[config.mk]
export PLATFORM = sky130hd
export DESIGN_NAME = wb_spi_bridge
export DESIGN_NICKNAME = d
export VERILOG_FILES = /design/src/rtl/wb_spi_pkg.sv /design/src/rtl/spi_shift_engine.sv /design/src/rtl/wb_spi_bridge.sv
export SDC_FILE = /design/constraint.sdc
export NUM_CORES = 1
export LEC_CHECK = 0
export BUFFER_PORTS_ARGS = -buffer_cell sky130_fd_sc_hd__buf_2
export CELL_PAD_IN_SITES_DETAIL_PLACEMENT = 1
export CELL_PAD_IN_SITES_GLOBAL_PLACEMENT = 1
export CORE_UTILIZATION = 30
export CTS_CLUSTER_SIZE = 20
export DETAILED_ROUTE_END_ITERATION = 16
export GPL_TIMING_DRIVEN = 0
export PLACE_DENSITY_LB_ADDON = 0.1
export SKIP_CTS_REPAIR_TIMING = 1
export SLEW_MARGIN = 30
export SYNTH_ARGS = -nofsm -noshare
export SYNTH_HDL_FRONTEND = slang
export SYNTH_SLANG_ARGS = --single-unit
[constraint.sdc]
create_clock -name wb_clk_i -period 2 [get_ports wb_clk_i]
set_input_delay 0 -clock wb_clk_i [delete_from_list [all_inputs] [get_ports wb_clk_i]]
set_output_delay 0 -clock wb_clk_i [all_outputs]
set_load 0.005 [all_outputs]
[src/rtl/wb_spi_pkg.sv]
// Shared definitions for the Wishbone-to-SPI bridge: register offsets,
// CTRL/STATUS bit positions, shift-engine state encoding and a byte-lane helper.
package wb_spi_pkg;

  localparam logic [4:0] OFF_CTRL   = 5'h00;
  localparam logic [4:0] OFF_STATUS = 5'h04;
  localparam logic [4:0] OFF_TX_LO  = 5'h08;
  localparam logic [4:0] OFF_TX_HI  = 5'h0C;
  localparam logic [4:0] OFF_RX_LO  = 5'h10;
  localparam logic [4:0] OFF_RX_HI  = 5'h14;

  localparam int CTRL_IE_BIT    = 8;
  localparam int CTRL_START_BIT = 9;

  localparam int STAT_BUSY_BIT = 0;
  localparam int STAT_DONE_BIT = 1;
  localparam int STAT_ERR_BIT  = 2;

  typedef enum logic [1:0] {
    ST_IDLE  = 2'd0,
    ST_SETUP = 2'd1,
    ST_SHIFT = 2'd2,
    ST_HOLD  = 2'd3
  } spi_state_e;

  // Merge new_val into old_val only on byte lanes whose select bit is set.
  function automatic logic [31:0] apply_sel(input logic [31:0] old_val,
                                            input logic [31:0] new_val,
                                            input logic [3:0]  sel);
    logic [31:0] res;
    res = old_val;
    for (int b = 0; b < 4; b++) begin
      if (sel[b]) res[8*b +: 8] = new_val[8*b +: 8];
    end
    return res;
  endfunction

endpackage

[src/rtl/spi_shift_engine.sv]
// SPI mode-0 shift engine: one CS-low frame of XFER_BITS bits, MSB first,
// full duplex. Half-period is DIV+1 clocks with DIV captured at start.
// The current FSM state is exported for observation.
module spi_shift_engine
  import wb_spi_pkg::*;
#(
  parameter int XFER_BITS = 64
) (
  input  logic                 clk,
  input  logic                 resetn,
  input  logic                 start,
  input  logic [7:0]           div,
  input  logic [XFER_BITS-1:0] tx_data,
  input  logic                 cipo,
  output logic                 sck,
  output logic                 cs,
  output logic                 copi,
  output logic                 done,
  output logic [XFER_BITS-1:0] rx_data,
  output spi_state_e           state
);

  localparam int BCW = $clog2(XFER_BITS + 1);

  spi_state_e           state_q, state_d;
  logic [7:0]           div_q, div_d;
  logic [7:0]           hcnt_q, hcnt_d;
  logic [BCW-1:0]       bitcnt_q, bitcnt_d;
  logic [XFER_BITS-1:0] tx_q, tx_d;
  logic [XFER_BITS-1:0] rx_q, rx_d;
  logic                 sck_q, sck_d;
  logic                 cs_q, cs_d;
  logic                 copi_q, copi_d;
  logic                 half_tick;

  assign half_tick = (hcnt_q == div_q);
  assign sck       = sck_q;
  assign cs        = cs_q;
  assign copi      = copi_q;
  assign rx_data   = rx_q;
  assign state     = state_q;

  // Next-state and datapath: each half period either raises SCK (sample CIPO)
  // or lowers it (advance COPI, count the bit).
  always_comb begin
    state_d  = state_q;
    div_d    = div_q;
    hcnt_d   = '0;
    bitcnt_d = bitcnt_q;
    tx_d     = tx_q;
    rx_d     = rx_q;
    sck_d    = sck_q;
    cs_d     = cs_q;
    copi_d   = copi_q;
    done     = 1'b0;
    if (state_q != ST_IDLE) begin
      hcnt_d = half_tick ? 8'd0 : hcnt_q + 8'd1;
    end
    case (state_q)
      ST_IDLE: begin
        if (start) begin
          state_d  = ST_SETUP;
          div_d    = div;
          tx_d     = tx_data;
          rx_d     = '0;
          bitcnt_d = BCW'(XFER_BITS);
          cs_d     = 1'b0;
          copi_d   = tx_data[XFER_BITS-1];
        end
      end
      ST_SETUP: begin
        if (half_tick) state_d = ST_SHIFT;
      end
      ST_SHIFT: begin
        if (half_tick) begin
          if (!sck_q) begin
            sck_d = 1'b1;
            rx_d  = {rx_q[XFER_BITS-2:0], cipo};
          end else begin
            sck_d    = 1'b0;
            bitcnt_d = bitcnt_q - BCW'(1);
            tx_d     = {tx_q[XFER_BITS-2:0], 1'b0};
            copi_d   = tx_q[XFER_BITS-2];
            if (bitcnt_q == BCW'(1)) state_d = ST_HOLD;
          end
        end
      end
      ST_HOLD: begin
        if (half_tick) begin
          state_d = ST_IDLE;
          cs_d    = 1'b1;
          copi_d  = 1'b0;
          done    = 1'b1;
        end
      end
      default: state_d = ST_IDLE;
    endcase
  end

  // State and datapath registers with synchronous active-low reset.
  always_ff @(posedge clk) begin
    if (!resetn) begin
      state_q  <= ST_IDLE;
      div_q    <= '0;
      hcnt_q   <= '0;
      bitcnt_q <= '0;
      tx_q     <= '0;
      rx_q     <= '0;
      sck_q    <= 1'b0;
      cs_q     <= 1'b1;
      copi_q   <= 1'b0;
    end else begin
      state_q  <= state_d;
      div_q    <= div_d;
      hcnt_q   <= hcnt_d;
      bitcnt_q <= bitcnt_d;
      tx_q     <= tx_d;
      rx_q     <= rx_d;
      sck_q    <= sck_d;
      cs_q     <= cs_d;
      copi_q   <= copi_d;
    end
  end

endmodule

[src/rtl/wb_spi_bridge.sv]
// Wishbone slave exposing CTRL/STATUS/TX/RX registers that drive an SPI
// shift engine. Handshake: an access is accepted when cyc & stb & address
// hit are high and no ack has yet been given for this strobe; the ack is a
// registered one-cycle pulse with read data valid only while ack is high,
// and the strobe must drop before the next access is accepted.
module wb_spi_bridge
  import wb_spi_pkg::*;
#(
  parameter logic [31:0] BASE_ADDR = 32'h3000_0000,
  parameter int          XFER_BITS = 64,
  parameter logic [7:0]  DIV_RST   = 8'd3
) (
  input  logic        wb_clk_i,
  input  logic        resetn,
  input  logic        wbs_stb_i,
  input  logic        wbs_cyc_i,
  input  logic        wbs_we_i,
  input  logic [3:0]  wbs_sel_i,
  input  logic [31:0] wbs_adr_i,
  input  logic [31:0] wbs_dat_i,
  output logic        wbs_ack_o,
  output logic [31:0] wbs_dat_o,
  output logic        spi_sck_o,
  output logic        spi_cs_o,
  output logic        spi_copi_o,
  input  logic        spi_cipo_i,
  output logic        busy_o,
  output logic        irq_o
);

  localparam bit HAS_HI = (XFER_BITS == 64);

  logic                 valid, access, wr, served_q, ack_q, start_q;
  logic [4:0]           off;
  logic [31:0]          dat_q, rdata;
  logic [7:0]           div_q;
  logic                 ie_q, done_q, err_q;
  logic [31:0]          tx_lo_q, tx_hi_q, rx_lo_q, rx_hi_q;
  logic                 busy, start_req, tx_wr, err_set;
  logic                 eng_done;
  logic [XFER_BITS-1:0] eng_rx;
  logic [63:0]          tx_full, rx_ext;
  spi_state_e           eng_state;

  assign off       = wbs_adr_i[4:0] & 5'b11100;
  assign valid     = wbs_cyc_i & wbs_stb_i & (wbs_adr_i[31:5] == BASE_ADDR[31:5]);
  assign access    = valid & ~served_q;
  assign wr        = access & wbs_we_i;
  assign busy      = start_q | (eng_state != ST_IDLE);
  assign start_req = wr & (off == OFF_CTRL) & wbs_sel_i[1] & wbs_dat_i[CTRL_START_BIT];
  assign tx_wr     = wr & ((off == OFF_TX_LO) | ((off == OFF_TX_HI) & HAS_HI));
  assign err_set   = busy & (start_req | tx_wr);
  assign tx_full   = {tx_hi_q, tx_lo_q};
  assign rx_ext    = 64'(eng_rx);

  assign wbs_ack_o = ack_q;
  assign wbs_dat_o = dat_q;
  assign busy_o    = busy;
  assign irq_o     = done_q & ie_q;

  // Read mux over the register map; unmapped offsets read as zero.
  always_comb begin
    rdata = '0;
    case (off)
      OFF_CTRL:   rdata = {22'd0, 1'b0, ie_q, div_q};
      OFF_STATUS: rdata = {29'd0, err_q, done_q, busy};
      OFF_TX_LO:  rdata = tx_lo_q;
      OFF_TX_HI:  rdata = tx_hi_q;
      OFF_RX_LO:  rdata = rx_lo_q;
      OFF_RX_HI:  rdata = rx_hi_q;
      default:    rdata = '0;
    endcase
  end

  // Handshake, register file and status flags; frame completion beats a
  // same-cycle W1C of DONE.
  always_ff @(posedge wb_clk_i) begin
    if (!resetn) begin
      served_q <= 1'b0;
      ack_q    <= 1'b0;
      dat_q    <= '0;
      start_q  <= 1'b0;
      div_q    <= DIV_RST;
      ie_q     <= 1'b0;
      done_q   <= 1'b0;
      err_q    <= 1'b0;
      tx_lo_q  <= '0;
      tx_hi_q  <= '0;
      rx_lo_q  <= '0;
      rx_hi_q  <= '0;
    end else begin
      served_q <= valid & (served_q | access);
      ack_q    <= access;
      dat_q    <= (access & ~wbs_we_i) ? rdata : 32'd0;
      start_q  <= start_req & ~busy;
      if (wr && off == OFF_CTRL) begin
        if (wbs_sel_i[0]) div_q <= wbs_dat_i[7:0];
        if (wbs_sel_i[1]) ie_q  <= wbs_dat_i[CTRL_IE_BIT];
      end
      if (tx_wr && !busy) begin
        if (off == OFF_TX_LO) tx_lo_q <= apply_sel(tx_lo_q, wbs_dat_i, wbs_sel_i);
        else                  tx_hi_q <= apply_sel(tx_hi_q, wbs_dat_i, wbs_sel_i);
      end
      if (eng_done) begin
        done_q <= 1'b1;
      end else if (wr && off == OFF_STATUS && wbs_sel_i[0] && wbs_dat_i[STAT_DONE_BIT]) begin
        done_q <= 1'b0;
      end
      if (err_set) begin
        err_q <= 1'b1;
      end else if (wr && off == OFF_STATUS && wbs_sel_i[0] && wbs_dat_i[STAT_ERR_BIT]) begin
        err_q <= 1'b0;
      end
      if (eng_done) begin
        rx_lo_q <= rx_ext[31:0];
        rx_hi_q <= HAS_HI ? rx_ext[63:32] : 32'd0;
      end
    end
  end

  spi_shift_engine #(
    .XFER_BITS(XFER_BITS)
  ) u_engine (
    .clk    (wb_clk_i),
    .resetn (resetn),
    .start  (start_q),
    .div    (div_q),
    .tx_data(tx_full[XFER_BITS-1:0]),
    .cipo   (spi_cipo_i),
    .sck    (spi_sck_o),
    .cs     (spi_cs_o),
    .copi   (spi_copi_o),
    .done   (eng_done),
    .rx_data(eng_rx),
    .state  (eng_state)
  );

endmodule

==> flow_summary.yaml <==
grt:
  grt_use_total_pct: 20.68
  grt_pass1_wl_um: 69650
  grt_overflow: 0
  grt_max_degree: 14
  grt_pass1_vias: 11067
  antenna_found_initial: 1
place:
  globalplace.congestion: 0.8101
  dpl.hpwl_um: 35120
  pre_cts_ws_ns: -0.7502
  placed_area_sq_um: 14550
  port_buffers: 105
routing:
  vias: 11027
  routed_wl_um: 47580
  drc: 0
  dr.pass1.iters: 5
  drt-initial-drc-count: 541
  antenna_left: 0
  wl_per_cell_um: 21.54
  routed_via_density: 4.992
timing:
  fin_ws_ns: -0.08428
  fin_setup_tns_ns: -3.030
  setup_viol: 82
  fmax_mhz: 479.8
  grt_setup_unrepaired: "yes"
  period_needed_ns: 2.084
  max_slew_margin_pct: 41.92
  fin_skew_ns: 0.01527
  fin_crit_sh_pct: 104.2
  hold_viol_final: 2
  hold_slack_ns: -0.02163
  worst_pin_slew_ns: 0.8712
  maxSlewViolCount: 0
synthesis:
  avgSynthCellArea_sq_um: 9.614
  syn-instance-count: 1382
  async_flop_share_pct: 0
  ys.flop_type: "dfxtp_1"
  synth_seq_cells: 329
  synth.yosys.seq_area_share_pct: 49.57
  syn_area_sq_um: 13290
  syn_nets: 1463
  yosysWarnings: 0
  synth-edff-count: 0
  synth_cell_type_count: 56
clock_network:
  clock_tree.buffer_depth: 3
  numCtsBuffers: 39
  root_buffer: "clkbuf_16"
  clk_latency_ns: 0.56
  path_clk_slew_ns: 0.06
  cts_max_level: 2
  numClockSinks: 329
  cts_tree: "yes"
worst_setup_path:
  crit_path_max_fanout: 6
  path_class: "flip-flop to flip-flop"
  cp-start-kind: "flip-flop"
  arrival_ns: 2.58
  endpoint_kind: "flip-flop"
  cp.required_ns: 2.50
pwr:
  p_sw_w: 0.003177
  internal-power_w: 0.01097
  swShare_pct: 22.45
  ir_drop_mv: 0.5336
  pwr-share-clk_pct: 50.4
  comb_power_share_pct: 3.3
  seq_power_share_pct: 46.3
  leakage_nw: 6.242
  p_per_area_nw_per_um2: 829.4
status:
  status: "finished, violations left"
  failed_checks: "negative hold slack, negative setup slack"
cells_and_area:
  area_growth_syn_to_layout_pct: 28.42
  final_core_util_pct: 39.35
  drive_above_1_share_pct: 21.61
  n_fill_cell: 4996
  antenna_cells: 0
  final_nets: 1677
  fin_area_sq_um: 17060
die:
  io_pins: 112
  initial_utilization_pct: 30.64
  die_width_um: 212.4
  num_rows: 76
  core-area_sq_um: 43360
  die-area_sq_um: 45130
  dieHeight_um: 212.4
flow_run:
  maxCapViolations: 0
min_path:
  holdCritPathClass: "primary input to flip-flop"
## critical path: stages, from the launching register on
cell	delay, ns
dfxtp_4	0.35
inv_4	0.08
ha_4	0.12
buf_6	0.11
clkinvlp_4	0.15
o21ai_4	0.26
buf_12	0.14
buf_6	0.08
nand4_1	0.12
or4_1	0.54
nand2_1	0.07
## cell families after synthesis
kind of cell | Yosys count | share of synthesized area, %
multiplexers | 146 | 11.03
flip-flops | 329 | 49.57
AO/OA/AOI/OAI | 387 | 21.01
AND/OR/NAND/NOR | 374 | 12.60
buffers and inverters | 124 | 4.144
adder cells (fa/ha/maj) | 7 | 0.6592
XOR/XNOR | 15 | 0.9887
## metal layers
metal	vias up	wire length, um	share of wire [%]	GRT usage, %
li1	5392	-	-	-
met1	5435	22780	48	28.24
met2	142	22400	47	33.87
met3	58	1416	3.0	2.747
met4	0	989	2.1	6.003
met5	-	0	0	0
## synth_stat cells (11+ instances only)
| master | count | area, sq um |
|---|---|---|
| buf_2 | 14 | 70.07 |
| nor2_1 | 27 | 101.4 |
| nand2_1 | 272 | 1021 |
| nand3_1 | 15 | 75.07 |
| a211oi_1 | 17 | 127.6 |
| inv_1 | 11 | 41.29 |
| dfxtp_1 | 329 | 6586 |
| a22oi_1 | 48 | 360.4 |
| a21oi_1 | 169 | 845.8 |
| buf_1 | 18 | 67.56 |
| mux2i_1 | 143 | 1431 |
| o21ai_0 | 13 | 65.06 |
| a211oi_2 | 48 | 600.6 |
| a22o_1 | 64 | 560.5 |
| clkbuf_1 | 69 | 259.0 |
## final cells by class
class                           count  area, sq um  share of cell area (%)
Sequential cell                   329         6604                   38.70
Multi-Input combinational cell    929         6287                   36.85
Timing Repair Buffer              174         1343                   7.868
Clock buffer                       61         1171                   6.864
Buffer                            110        775.7                   4.546
Tap cell                          585        732.0                   4.290
Clock inverter                      8        92.59                  0.5426
Inverter                           13        57.56                  0.3373
## per-stage QoR
step	total power (W)	std cells
2_1_floorplan	0.006891	1382
3_3_place_gp	0.007098	2072
3_5_place_dp	0.007101	2072
4_1_cts	0.01425	2141
5_1_grt	0.01462	2209
6_report	0.01415	2209
## state kept, by name (all words and copies together), names as in the netlist
signal	cells
div_q	8
done_q	1
err_q	1
ie_q	1
rx_hi_q	32
rx_lo_q	32
served_q	1
start_q	1
tx_hi_q	32
tx_lo_q	32
u_engine.bitcnt_q	7
u_engine.copi	1
u_engine.cs	1
u_engine.div_q	8
u_engine.hcnt_q	8
u_engine.rx_data	64
u_engine.sck	1
u_engine.state	2
u_engine.tx_q	63
wbs_ack_o	1
wbs_dat_o	32
## power by group through the flow
stage / logic, W / registers, W / clock network, W
global route: 0.000505 / 0.00654 / 0.00757
finish: 0.000471 / 0.00655 / 0.00713
detailed placement: 0.000404 / 0.00670 / 0
CTS: 0.000404 / 0.00655 / 0.00729
global placement: 0.000400 / 0.00670 / 0
floorplan: 0.000194 / 0.00670 / 0
## path summary, 6_finish.rpt
path,start,to,slack [ns],cells past startpoint
worst min-delay path,wbs_adr_i[4],wbs_dat_o[4],-0.02,4
worst max-delay path,u_engine.state[0],u_engine.bitcnt_q[5],-0.08,10
worst min register to register,rx_hi_q[17],rx_hi_q[17],0.45,2
worst max register to register,u_engine.state[0],u_engine.bitcnt_q[5],-0.08,10
## layout by cell type, fill, tap and decap left out, types with 7 or more instances in the layout
master,netlist,final
nand3_1,15,15
buf_12,0,10
a211oi_2,48,53
dlygate4sd3_1,0,38
nand2_1,272,271
dfxtp_1,329,321
a22oi_1,48,48
buf_6,8,14
nor4_1,10,10
nor2_1,27,27
clkbuf_2,0,15
a21oi_1,169,168
inv_1,11,8
buf_4,2,23
clkbuf_4,0,7
a22o_1,64,64
clkbuf_16,0,51
o21ai_0,13,13
a211oi_1,17,12
clkbuf_1,69,57
xnor2_1,10,9
buf_2,14,117
clkbuf_8,0,7
mux2i_1,143,143
Note: power is estimated with default switching activity, not from simulation.
